--- config.mk ---
export PLATFORM = sky130hd
export DESIGN_NAME = mio_bus_responder_flat
export DESIGN_NICKNAME = d
export VERILOG_FILES = /design/src/rtl/mio_bus_responder_if.sv /design/src/rtl/mio_bus_responder.sv /design/src/flat_wrapper.sv
export SDC_FILE = /design/constraint.sdc
export NUM_CORES = 1
export LEC_CHECK = 0
export ABC_AREA = 1
export CAP_MARGIN = 40
export CORE_MARGIN = 1.5
export CORE_UTILIZATION = 41
export CTS_CLUSTER_SIZE = 20
export DETAILED_ROUTE_END_ITERATION = 6
export GPL_TIMING_DRIVEN = 0
export PLACE_DENSITY = 0.8
export REMOVE_ABC_BUFFERS = 1
export SYNTH_ARGS = -nofsm -noshare
export SYNTH_HDL_FRONTEND = slang
export SYNTH_SLANG_ARGS = --single-unit
--- constraint.sdc ---
create_clock -name clk -period 4.85 [get_ports clk]
set_input_delay 0.97 -clock clk [delete_from_list [all_inputs] [get_ports clk]]
set_output_delay 0.97 -clock clk [all_outputs]
set_load 0.05 [all_outputs]
--- src/rtl/mio_bus_responder_if.sv ---
// CPU-side memory/IO handshake bundle: request strobe, direction, address,
// write data going in; completion pulse and read data coming back.
interface mio_bus_responder_if;
  logic        CPU_MIO;
  logic        mem_w;
  logic [31:0] addr;
  logic [31:0] Data_out;
  logic        MIO_ready;
  logic [31:0] Data_in;

  modport master (
    output CPU_MIO, mem_w, addr, Data_out,
    input  MIO_ready, Data_in
  );

  modport slave (
    input  CPU_MIO, mem_w, addr, Data_out,
    output MIO_ready, Data_in
  );
endinterface

--- src/rtl/mio_bus_responder.sv ---
// Memory/IO bus responder: decodes RAM / GPIO / counter regions, inserts wait
// states, then completes with a one-cycle MIO_ready. Optional MIO_BUS_ERR_EN adds bus_err.
module mio_bus_responder #(
  parameter int WAIT_CYCLES = 0,
  parameter int RAM_AW      = 10
) (
  input  logic              clk,
  input  logic              rst,
  mio_bus_responder_if.slave bus,
  output logic [RAM_AW-1:0] ram_addr,
  output logic              ram_we,
  input  logic [31:0]       ram_dout,
  input  logic [31:0]       counter_val,
  output logic              counter_we,
  output logic [31:0]       bus_wdata,
  output logic [31:0]       gpio_out
`ifdef MIO_BUS_ERR_EN
  ,
  output logic              bus_err
`endif
);

  typedef enum logic [1:0] {IDLE, ACCESS, SETTLE, DONE} state_t;
  typedef enum logic [1:0] {REG_RAM, REG_GPIO, REG_CNT, REG_NONE} region_t;

  state_t              state_q, state_d;
  region_t             region_q, region_d;
  logic [3:0]          cnt_q, cnt_d;
  logic                we_q, we_d;
  logic [31:0]         wdata_q, wdata_d;
  logic [RAM_AW-1:0]   raddr_q, raddr_d;
  logic [31:0]         din_q, din_d;
  logic [31:0]         gpio_q, gpio_d;
  logic                mio_ready;

  logic unused_addr_bits;
  assign unused_addr_bits = ^{bus.addr[27:RAM_AW+2], bus.addr[1:0]};

  function automatic region_t decode(input logic [3:0] nib);
    case (nib)
      4'h0:    decode = REG_RAM;
      4'hE:    decode = REG_GPIO;
      4'hF:    decode = REG_CNT;
      default: decode = REG_NONE;
    endcase
  endfunction

  always_ff @(posedge clk or posedge rst) begin
    if (rst) begin
      state_q  <= IDLE;
      region_q <= REG_NONE;
      cnt_q    <= 4'd0;
      we_q     <= 1'b0;
      wdata_q  <= 32'd0;
      raddr_q  <= '0;
      din_q    <= 32'd0;
      gpio_q   <= 32'd0;
    end else begin
      state_q  <= state_d;
      region_q <= region_d;
      cnt_q    <= cnt_d;
      we_q     <= we_d;
      wdata_q  <= wdata_d;
      raddr_q  <= raddr_d;
      din_q    <= din_d;
      gpio_q   <= gpio_d;
    end
  end

  always_comb begin
    state_d  = state_q;
    region_d = region_q;
    cnt_d    = cnt_q;
    we_d     = we_q;
    wdata_d  = wdata_q;
    raddr_d  = raddr_q;
    din_d    = din_q;
    gpio_d   = gpio_q;
    case (state_q)
      IDLE: begin
        if (bus.CPU_MIO) begin
          we_d     = bus.mem_w;
          region_d = decode(bus.addr[31:28]);
          wdata_d  = bus.Data_out;
          raddr_d  = bus.addr[RAM_AW+1:2];
          cnt_d    = 4'(WAIT_CYCLES);
          state_d  = ACCESS;
        end
      end
      ACCESS: begin
        if (cnt_q == 4'd0) state_d = SETTLE;
        else               cnt_d   = cnt_q - 4'd1;
      end
      SETTLE: begin
        state_d = DONE;
        // Reads capture the selected source; writes keep the previous Data_in.
        if (!we_q) begin
          case (region_q)
            REG_RAM:  din_d = ram_dout;
            REG_GPIO: din_d = gpio_q;
            REG_CNT:  din_d = counter_val;
            default:  din_d = 32'd0;
          endcase
        end else if (region_q == REG_GPIO) begin
          gpio_d = wdata_q;
        end
      end
      default: state_d = IDLE;
    endcase
  end

  always_comb begin
    mio_ready  = (state_q == DONE);
    ram_we     = mio_ready && we_q && (region_q == REG_RAM);
    counter_we = mio_ready && we_q && (region_q == REG_CNT);
`ifdef MIO_BUS_ERR_EN
    bus_err    = mio_ready && (region_q == REG_NONE);
`endif
  end

  assign bus.MIO_ready = mio_ready;
  assign bus.Data_in   = din_q;
  assign ram_addr      = raddr_q;
  assign bus_wdata     = wdata_q;
  assign gpio_out      = gpio_q;

endmodule

--- src/flat_wrapper.sv ---
// flat-port wrapper written by rule: the top's interface ports become plain ports
module mio_bus_responder_flat 
#(
  parameter int WAIT_CYCLES = 0,
  parameter int RAM_AW      = 10
)
  (clk, rst, ram_addr, ram_we, ram_dout, counter_val, counter_we, bus_wdata, gpio_out, bus_CPU_MIO, bus_mem_w, bus_addr, bus_Data_out, bus_MIO_ready, bus_Data_in);
  mio_bus_responder_if bus_i ();
  input  logic clk;
  input  logic rst;
  output logic [RAM_AW-1:0] ram_addr;
  output logic ram_we;
  input  logic [31:0] ram_dout;
  input  logic [31:0] counter_val;
  output logic counter_we;
  output logic [31:0] bus_wdata;
  output logic [31:0] gpio_out;
  input wire logic [$bits(bus_i.CPU_MIO)-1:0] bus_CPU_MIO;
  input wire logic [$bits(bus_i.mem_w)-1:0] bus_mem_w;
  input wire logic [$bits(bus_i.addr)-1:0] bus_addr;
  input wire logic [$bits(bus_i.Data_out)-1:0] bus_Data_out;
  output wire logic [$bits(bus_i.MIO_ready)-1:0] bus_MIO_ready;
  output wire logic [$bits(bus_i.Data_in)-1:0] bus_Data_in;
  assign bus_i.CPU_MIO = bus_CPU_MIO;
  assign bus_i.mem_w = bus_mem_w;
  assign bus_i.addr = bus_addr;
  assign bus_i.Data_out = bus_Data_out;
  assign bus_MIO_ready = bus_i.MIO_ready;
  assign bus_Data_in = bus_i.Data_in;
  mio_bus_responder #(.WAIT_CYCLES(WAIT_CYCLES), .RAM_AW(RAM_AW)) u_core (.clk(clk), .rst(rst), .bus(bus_i), .ram_addr(ram_addr), .ram_we(ram_we), .ram_dout(ram_dout), .counter_val(counter_val), .counter_we(counter_we), .bus_wdata(bus_wdata), .gpio_out(gpio_out));
endmodule
==> results of run 1 <==
-- power breakdown --
group          switching, uW  internal, uW  total [uW]
clock                    405           740        1150
combinational           2340          1150        3490
sequential               297          1370        1670
total                   3040          3270        6310
-- area by class of cell --
type	instances	area (sq um)	area share (%)
Clock buffer	27	493.0	6.023
Clock inverter	5	50.05	0.6114
Inverter	47	182.7	2.232
Multi-Input combinational cell	439	1927	23.54
Sequential cell	115	2880	35.19
Tap cell	168	210.2	2.568
Timing Repair Buffer	231	2442	29.84
-- layer usage --
layer	vias to the layer above	global-route usage (%)	part of all wire (%)
li1	2440	-	-
met1	2327	30.31	42
met2	186	41.48	48
met3	19	7.380	7.9
met4	0	8.807	1.5
met5	-	0	0
-- kinds of logic after synthesis --
logic type                 share of synthesized area (%)
AOI/OAI and AO/OA                                  10.19
xor gates and xnor gates                          0.1711
adders and majority gates                          1.467
buffers and inverters                              6.380
DFF                                                56.27
and+or+nand+nor                                    25.52
-- synthesized netlist by cell type --
master	n
nor2_4	1
nor4_1	2
inv_2	2
a31oi_1	1
nand4_1	1
nand3_2	1
dfrtp_1	113
inv_1	44
o21ai_1	32
clkinv_1	1
clkbuf_1	16
nand2_1	274
nand3_1	39
or2_2	1
dfstp_2	2
o21ai_0	71
nor2_2	1
buf_2	18
xor2_1	1
ha_1	6
nor2_1	8
-- through the flow --
| stage | utilization, % | std cells | cell area (sq um) | TNS, ns |
|---|---|---|---|---|
| final | 67.58 | 1032 | 8185 | 0 |
| after floorplan | - | 601 | 4969 | 0 |
| after global placement | 61.11 | 991 | 7401 | -101.70 |
| after global routing | 67.58 | 1032 | 8185 | 0 |
| after CTS | 67.58 | 1032 | 8185 | 0 |
| after detailed placement | 63.10 | 1000 | 7642 | 0 |
-- cells in the final DEF (no fill, tap or decap), types with 2 or more instances in the layout --
master	instances
nand2_1	274
clkdlybuf4s50_1	222
dfrtp_1	113
o21ai_0	71
inv_1	43
nand3_1	39
o21ai_1	32
clkbuf_16	17
clkbuf_1	7
nor2_1	6
ha_1	6
buf_16	6
clkinv_2	5
nor2_4	3
clkbuf_8	3
inv_2	2
nor4_1	2
buf_12	2
dfstp_2	2
-- flip-flops by register name, indices dropped and copies added (netlist names) --
| name | cells |
|---|---|
| u_core.ram_addr | 10 |
| u_core.cnt_q | 4 |
| u_core.bus.Data_in | 32 |
| u_core.region_q | 2 |
| u_core.state_q | 2 |
| u_core.bus_wdata | 32 |
| u_core.gpio_out | 32 |
| u_core.we_q | 1 |
-- critical path, delay by kind of cell, from the launching register on --
family                 cells  cell delay (ns)
buffers and inverters      2             1.05
DFF                        1             0.63
and+or+nand+nor            1             0.37
-- path summary, 6_finish.rpt --
| path | startpoint | end | slack [ns] | depth (start not counted) |
|---|---|---|---|---|
| max in group asynchronous | rst | u_core.region_q[1]$_DFFE_PP1P_ | 3.17 | 3 |
| setup reg to reg | u_core.region_q[0]$_DFFE_PP1P_ | u_core.gpio_out[30]$_DFFE_PP0P_ | 2.53 | 6 |
| setup / recovery | u_core.we_q$_DFFE_PP0P_ | ram_we | 1.42 | 3 |
| min in group asynchronous | rst | u_core.ram_addr[3]$_DFFE_PP0P_ | 0.99 | 2 |
| hold reg to reg | u_core.ram_addr[2]$_DFFE_PP0P_ | u_core.ram_addr[2]$_DFFE_PP0P_ | 0.47 | 2 |
| hold / removal | u_core.ram_addr[2]$_DFFE_PP0P_ | u_core.ram_addr[2]$_DFFE_PP0P_ | 0.47 | 2 |
==> impl_metrics.csv, run 1 <==
group,metric,value,unit
sta,fmax,0.2917,GHz
worst_setup_path,required,3.88,ns
worst_setup_path,crit_arrival,2.46,ns
logic_synthesis,yosysTopAreaCellShare,55.24,%
global_routing,grt_pass1_wl,24740,um
logic_synthesis,avgSynthCellArea,8.061,sq um
die,start_util,42.26,%
drt,drc_errors,0,
sta,slew_violations,0,
worst_setup_path,max_stage_delay,0.90,ns
clocking,numCtsBuffers,17,
sta,rsz0062_at_grt,"false",
sta,fin_ws,1.421,ns
logic_synthesis,syn_inst,635,
drt,via_per_inst,4.818,
worst_setup_path,cp_cell_sequence,"inv_1 -> nor4_1 -> clkdlybuf4s50_1",
global_routing,grt-ovfl-total,0,
finish,fill_cells,1010,
die,die-width,114.7,um
pwr,p_total,6308,uW
finish,n_antenna_cell,0,
clocking,cts_tree,"built",
die,dieArea,0.01316,sq mm
hold_path,hold_path.class,"flip-flop to flip-flop",
pwr,leakage,0.003780,uW
die,die_h,114.7,um
logic_synthesis,yosys.area.top_type,"dfrtp_1",
worst_setup_path,path_max_fanout,11,
drt,routed_wl,15470,um
die,rows,40,
sta,slew_headroom,45.58,%
sta,finalHoldViolCount,0,
placement,gp_congestion,0.7744,
clocking,clkSlewWorstSetupHoldPaths,0.05,ns
logic_synthesis,synth_seq_area_share,56.27,%
global_routing,grt_max_degree,62,
global_routing,grtUsageTotal,24.64,%
clocking,cts_hold_buf,0,
pwr,irDropWorstVdd,0.0005161,V
status,outcome,"complete, no violations",
worst_setup_path,crit_slowest_cell,"clkdlybuf4s50_1",
clocking,cts_buffer_depth,2,
drt,vias,4972,
sta,fin_crit,3.429,ns
global_routing,grt_pass1_vias,4936,
logic_synthesis,synth-seq-cells,115,
worst_setup_path,end_kind,"output port",
sta,setup_viol,0,
run,drv_cap,0,
worst_setup_path,cp-start-kind,"flip-flop",
worst_setup_path,worstSetupPathType,"flip-flop to output port",
logic_synthesis,yosysWarnings,0,
sta,tightest_slew,0.8154,ns
drt,ant_nets,0,
logic_synthesis,netlist_area,0.005119,sq mm
drt,drtPass1Iterations,4,
pwr,power_density,770.6,mW/mm^2
placement,io_buffers,222,
clocking,cts.root.buffer_cell,"clkbuf_16",
sta,fin_skew,0.007364,ns
clocking,cts_max_level,4,
placement,pre_cts_ws,1.876,ns
clocking,cts.repair.resized,0,
finish,nets,989,
drt,drtIter0Drc,267,
finish,area_growth,59.91,%
sta,fin_hold_ws,0.4743,ns
clocking,cts_sinks,115,
die,core_area,0.01211,sq mm
logic_synthesis,ys_types,21,
clocking,clock_latency,0.41,ns
drt,routedWlPerCell,14.99,um
logic_synthesis,synthTopCellsByArea,"dfrtp_1 55%, nand2_1 20%, o21ai_0 6.9%",
global_routing,antenna_found_initial,0,
die,pin_count,241,
sta,min_period_over_period,70.69,%
clocking,post_cts_buffers,0,
finish,final_layout_size_suffix_gt1_share,5.324,%
placement,hpwlAfterDp,10870,um
Note: power is estimated with default switching activity, not from simulation.
==> run 2, diff against run 1 <==
--- a/config.mk
+++ b/config.mk
@@ -8,11 +8,11 @@
 export ABC_AREA = 1
 export CAP_MARGIN = 40
 export CORE_MARGIN = 1.5
-export CORE_UTILIZATION = 41
+export CORE_UTILIZATION = 37
 export CTS_CLUSTER_SIZE = 20
 export DETAILED_ROUTE_END_ITERATION = 6
 export GPL_TIMING_DRIVEN = 0
-export PLACE_DENSITY = 0.8
+export PLACE_DENSITY = 0.76
 export REMOVE_ABC_BUFFERS = 1
 export SYNTH_ARGS = -nofsm -noshare
 export SYNTH_HDL_FRONTEND = slang
==> constraint.sdc (replaced) <==
create_clock -name clk -period 3 [get_ports clk]
set_input_delay 0.6 -clock clk [delete_from_list [all_inputs] [get_ports clk]]
set_output_delay 0.6 -clock clk [all_outputs]
set_load 0.05 [all_outputs]
==> run 2 against run 1 <==
  * Non-clock buffer count grew 1
  * Utilization shrank 5.1 points
  * Hold slack gained 0.0086 ns
  * Cell count grew 0.87%
  * Via count shrank 0.18%
==> impl_metrics.csv, run 2 (same netlist as run 1, synthesis figures left out) <==
group,metric,value,unit
worst_setup_path,r2r_cells,8,
worst_setup_path,path_delay_family,"buffers and inverters",
finish,regArea,0.002880,sq mm
die,pin_count,241,
worst_setup_path,crit-reg2reg-launch,"u_core.region_q[0]$_DFFE_PP1P_",
worst_setup_path,cp-start-kind,"flip-flop",
worst_setup_path,reg2reg_slack,0.62,ns
clocking,numCtsBuffers,17,
placement,gp_congestion,0.7523,
pwr,irDropWorstVdd,0.0006895,V
worst_setup_path,cp_cell_sequence,"inv_1 -> nor4_1 -> dlygate4sd2_1",
clocking,cts_sinks,115,
pwr,p_total,10500,uW
finish,final_cell_mix,"274 x nand2_1, 220 x clkdlybuf4s50_1, 113 x dfrtp_1",
clocking,cts_max_level,4,
die,die-width,120.6,um
worst_setup_path,path_max_fanout,13,
clocking,cts_hold_buf,0,
sta,min_period_over_period,90.47,%
finish,multi_input_area,0.001932,sq mm
die,start_util,38.35,%
clocking,cts_buffer_depth,2,
placement,io_buffers,222,
worst_setup_path,crit_arrival,2.11,ns
sta,slew_headroom,62.35,%
sta,fmax,0.3684,GHz
finish,fill_cells,1187,
worst_setup_path,worstSetupPathType,"flip-flop to output port",
pwr,power_density,1260,mW/mm^2
pwr,leakage,0.003856,uW
placement,pre_cts_ws,0.4029,ns
clocking,cts.root.buffer_cell,"clkbuf_16",
die,die_h,120.6,um
drt,via_per_inst,4.768,
clocking,clock_latency,0.41,ns
finish,final_common_cell,"nand2_1",
hold_path,min_to,"u_core.ram_addr[8]$_DFFE_PP0P_",
drt,drc_errors,0,
global_routing,grtUsageTotal,22.17,%
worst_setup_path,end_kind,"output port",
run,drv_cap,0,
die,rows,42,
sta,slew_violations,0,
finish,final_cell_area,0.008334,sq mm
sta,tightest_slew,0.5630,ns
sta,fin_skew,0.007140,ns
worst_setup_path,r2r-end,"u_core.gpio_out[7]$_DFFE_PP0P_",
global_routing,grt_pass1_wl,25050,um
sta,setup_viol,0,
hold_path,hold_start,"u_core.ram_addr[8]$_DFFE_PP0P_",
global_routing,grt_max_degree,62,
drt,drtIter0Drc,284,
finish,nets,990,
global_routing,grt-ovfl-total,0,
placement,dpl_cell_area,0.007697,sq mm
worst_setup_path,crit_buf_inv,2,
worst_setup_path,crit_slowest_cell,"dfrtp_1",
clocking,cts_tree,"built",
sta,fin_crit,2.714,ns
sta,finalHoldViolCount,0,
placement,hpwlAfterDp,10880,um
worst_setup_path,max_stage_delay,0.66,ns
hold_path,whs_path_depth,2,
die,core_area,0.01335,sq mm
worst_setup_path,worst-path-stages,3,
drt,ant_nets,0,
die,dieArea,0.01455,sq mm
global_routing,antenna_found_initial,0,
clocking,clkSlewWorstSetupHoldPaths,0.06,ns
finish,area_growth,62.82,%
sta,fin_ws,0.2858,ns
global_routing,grt_pass1_vias,4844,
clocking,post_cts_buffers,0,
status,outcome,"complete, no violations",
hold_path,hold_path.class,"flip-flop to flip-flop",
sta,rsz0062_at_grt,"false",
drt,vias,4963,
drt,routed_wl,15320,um
finish,n_antenna_cell,0,
finish,final_layout_size_suffix_gt1_share,6.243,%
worst_setup_path,required,2.40,ns
drt,drtPass1Iterations,4,
drt,routedWlPerCell,14.71,um
-- run 2: changes by cell type in the layout (fill, tap and decap cells not counted) --
cell             change
dlymetal6s2s_1       +1
clkinvlp_4           +4
clkdlybuf4s50_1      -2
nor2_4               +1
bufinv_16            +3
nor2_2               -1
buf_8                -1
clkinv_2             -1
buf_16               +2
dlygate4sd2_1        +1
clkinv_4             +2
clkbuf_8             -1
clkbuf_1             -7
-- run 2: worst max path at each step --
stage / start / slack [ns] / endpoint
after CTS: u_core.we_q$_DFFE_PP0P_ / 0.004 / counter_we
after global routing: u_core.we_q$_DFFE_PP0P_ / 0.15 / ram_we
after floorplan: rst / -0.64 / u_core.bus.Data_in[0]$_DFFE_PP0P_
final: u_core.we_q$_DFFE_PP0P_ / 0.29 / ram_we
after global placement: rst / -2.46 / u_core.bus.Data_in[22]$_DFFE_PP0P_
after detailed placement: u_core.we_q$_DFFE_PP0P_ / 0.40 / ram_we
-- run 2: area by class of cell --
| cell class | count | share of cell area, % |
|---|---|---|
| Inverter | 47 | 2.192 |
| Clock buffer | 19 | 5.435 |
| Sequential cell | 115 | 34.56 |
| Clock inverter | 13 | 2.192 |
| Tap cell | 176 | 2.642 |
| Timing Repair Buffer | 232 | 29.80 |
| Multi-Input combinational cell | 439 | 23.18 |
-- run 2: metal layers --
layer	share of wire, %	global-route usage, %
met2	46	35.90
met5	0	0
met1	44	28.24
met3	8.4	7.547
met4	1.1	6.324
-- run 2: where the power goes --
group          switching (uW)  total, uW  internal (uW)
Clock                     730       2160           1430
Sequential                468       2690           2220
Combinational            3770       5660           1890
-- run 2: worst register-to-register path, stage by stage (launching register included) --
cell and delay, ns:
dfstp_2 0.62, inv_2 0.06, nor2_4 0.39, buf_16 0.22, nand3_2 0.34, buf_16 0.32, buf_16 0.18, nand2_1 0.08
o21ai_1 0.06
-- run 2: metrics by stage --
stage | std cells | utilization, % | hold WS, ns | TNS, ns
after floorplan | 601 | - | 0.4530 | -72.45
after global placement | 999 | 55.52 | 0.4619 | -344.69
after detailed placement | 1009 | 57.67 | 0.4662 | 0
after CTS | 1041 | 62.42 | 0.4871 | 0
after global routing | 1041 | 62.44 | 0.4972 | 0
final | 1041 | 62.44 | 0.4829 | 0
-- run 2: what timing repair did --
| action | in CTS | in global routing |
|---|---|---|
| setup endpoints to repair | 1 | 1 |
| hold endpoints to repair | 0 | 0 |
| resized for setup | 1 | 1 |
==> edit (config.mk and constraints of run 2) <==
Put a register stage on the output `counter_we`, with the module's reset. The value now appears one clock later. The other outputs are not delayed to match.
--- a/src/rtl/mio_bus_responder.sv
+++ b/src/rtl/mio_bus_responder.sv
@@ -23,4 +23,6 @@
   typedef enum logic [1:0] {IDLE, ACCESS, SETTLE, DONE} state_t;
   typedef enum logic [1:0] {REG_RAM, REG_GPIO, REG_CNT, REG_NONE} region_t;
+
+  logic counter_we_d;
 
   state_t              state_q, state_d;
@@ -113,5 +115,5 @@
     mio_ready  = (state_q == DONE);
     ram_we     = mio_ready && we_q && (region_q == REG_RAM);
-    counter_we = mio_ready && we_q && (region_q == REG_CNT);
+    counter_we_d = mio_ready && we_q && (region_q == REG_CNT);
 `ifdef MIO_BUS_ERR_EN
     bus_err    = mio_ready && (region_q == REG_NONE);
@@ -125,4 +127,12 @@
   assign gpio_out      = gpio_q;
 
+  always_ff @(posedge clk or posedge rst) begin
+    if (rst) begin
+      counter_we <= '0;
+    end else begin
+      counter_we <= counter_we_d;
+    end
+  end
+
 endmodule
 
Function: changed (Yosys sat finds a counterexample within 4 cycles, from zero or initial values and one cycle with rst high).
==> edit against run 2 <==
- wire length decreased by 0.12%
- clock skew is essentially flat
- largest power group unchanged
- count of clock-buffer cells in the layout up 3
- design area is 0.78% lower
- cell count shrank 0.19%
- critical endpoint unchanged
- synthesized area grew 0.64%
- worst setup slack worse by 47 ps
- maximum frequency is 1.7% lower
- sequential cell count is 1 higher
- power shrank 0.78%
==> edit: results (changes against run 2) <==
asr flop ratio synth = 100% (unchanged)
CTS buffer count = 17 (unchanged)
first-pass GRT wire length = 24,600 um (-1.6%)
wire per inst = 14.7 um (about the same)
number of global-route vias before repair = 4,865 (+0.43%)
Total GRT Usage = 22.1% (-0.040 points)
synth warn = 0 (unchanged)
clk slew on worst S/H paths = 50 ps
worst vdd ir = 0.645 mV (-6.5%)
final antenna diode count = 0 (unchanged)
crit-path max FO = 20 (+7)
Root Buffer = clkbuf_16
nets = 988 (-0.20%)
register area share after synthesis = 56.4% (+0.13 points)
Post-CTS Setup Repair Bufs = 0 (unchanged)
outcome = complete, no violations
DP Wirelength = 10,800 um (-0.93%)
DR pass1 iterations = 4 (unchanged)
top cells by area, synth = dfrtp_1 (55%), nand2_1 (20%), o21ai_0 (6.9%)
Max clock buf depth = 2 (unchanged)
Port-buffer cells = 222 (unchanged)
Skew-Pair Late Insertion Delay = 410 ps (about the same)
count of cell types in the netlist = 21 (unchanged)
Placed Cells = 1,007 (-0.20%)
CP peak stage delay = 600 ps (-60 ps)
antenna violations before repair = 1 (+1)
final WL = 15,300 um (-0.12%)
Place WS = 156 ps (-247 ps)
Max Slew Vio Count = 0 (unchanged)
Synth top cells by count = nand2_1 (274), dfrtp_1 (114), o21ai_0 (71)
Crit-path slowest cell = dfrtp_2
routability cong. = 0.752 (about the same)
Pleak = 3.82 nW (-1.0%)
largest net degree at the start of global routing = 65 (+4.8%)
Critical Path AT = 2160 ps (+50 ps)
DRT iter0 DRCs = 308 (+8.5%)
Slew headroom = 43.7% (-19 points)
fill cell count = 1,188 (+0.084%)
Hold Violations, Final = 0 (unchanged)
H-tree depth reported by CTS = 4 (unchanged)
layout cells sized above 1 = 5.79% (-0.45 points)
Internal Power = 0.00551 W (-0.55%)
syn_area_per_cell = 8.10 um2 (+0.48%)
clock skew = 6.96 ps (-0.179 ps)
vias per cell = 4.78 (+0.31%)
CP top delay family = buffers and inverters
Hold Path Class = flop to flop
-- edit: changes by cell type in the layout (fill, tap and decap cells not counted), sizes merged --
cell,delta
clkbuf,+3
dfrtp,+1
dlymetal6s2s,-1
clkdlybuf4s50,+1
clkinvlp,-3
buf,-3
-- edit: cells by family (layout without fill, tap and decap cells) --
group | after synthesis | count (layout) | synth area share, %
AO/OA/AOI/OAI | 104 | 104 | 10.1
adder cells (fa/ha/maj) | 6 | 6 | 1.46
flip-flops | 116 | 116 | 56.4
AND/OR/NAND/NOR | 328 | 328 | 25.5
buffers and inverters | 81 | 308 | 6.34
XOR/XNOR | 1 | 1 | 0.170
-- edit: power by group through the flow --
stage / Sequential, W / Clock [W] / Combinational, W
2_1_floorplan: 0.00472 / 0 / 0.00142
6_report: 0.00271 / 0.00215 / 0.00557
5_1_grt: 0.00280 / 0.00226 / 0.00598
3_5_place_dp: 0.00271 / 0 / 0.00561
4_1_cts: 0.00270 / 0.00218 / 0.00562
3_3_place_gp: 0.00271 / 0 / 0.00534
-- edit: cell type report --
cell class	instances	area [um2]	area share, %
repair buffers	229	2390	28.9
flip-flops and latches	116	2910	35.1
multi-input cells	439	1940	23.5
inverters	47	183	2.21
clock inverters	10	153	1.85
clock buffers	22	474	5.73
well taps	176	220	2.66
-- edit: worst paths after layout --
kind                       slack [ps]                   end  cells past startpoint                from
setup / recovery                  240                ram_we                      4         u_core.we_q
min in group asynchronous         620    u_core.ram_addr[0]                      2                 rst
setup reg to reg                  580   u_core.gpio_out[27]                      5  u_core.region_q[0]
max in group asynchronous        1700  u_core.bus_wdata[27]                      3                 rst
hold / removal                    480    u_core.ram_addr[0]                      2  u_core.ram_addr[0]
hold reg to reg                   480    u_core.ram_addr[0]                      2  u_core.ram_addr[0]
-- edit: through the flow --
stage	area (um2)	hold WS, ps
3_5_place_dp	7640	464
3_3_place_gp	7440	463
2_1_floorplan	5000	453
4_1_cts	8270	486
5_1_grt	8270	504
6_report	8270	484
-- edit: worst register-to-register path, cell delays in order (launching register included) --
cell and delay, ps:
dfstp_2 630, inv_2 70, nor2_4 420, buf_16 230, nand3_4 580, o21ai_1 400
-- edit: what timing repair did --
action                                  in CTS  in global routing
gates resized for setup                      2                  0
endpoints found under the setup margin       1                  0
endpoints found under the hold margin        0                  0
-- edit: routing by layer --
layer	GRT usage (%)	wire, um	vias up
met3	8.46	1440	20
met4	6.99	200	2
met1	27.2	6450	2302
met5	0	13	-
met2	36.0	7190	197
li1	-	-	2448
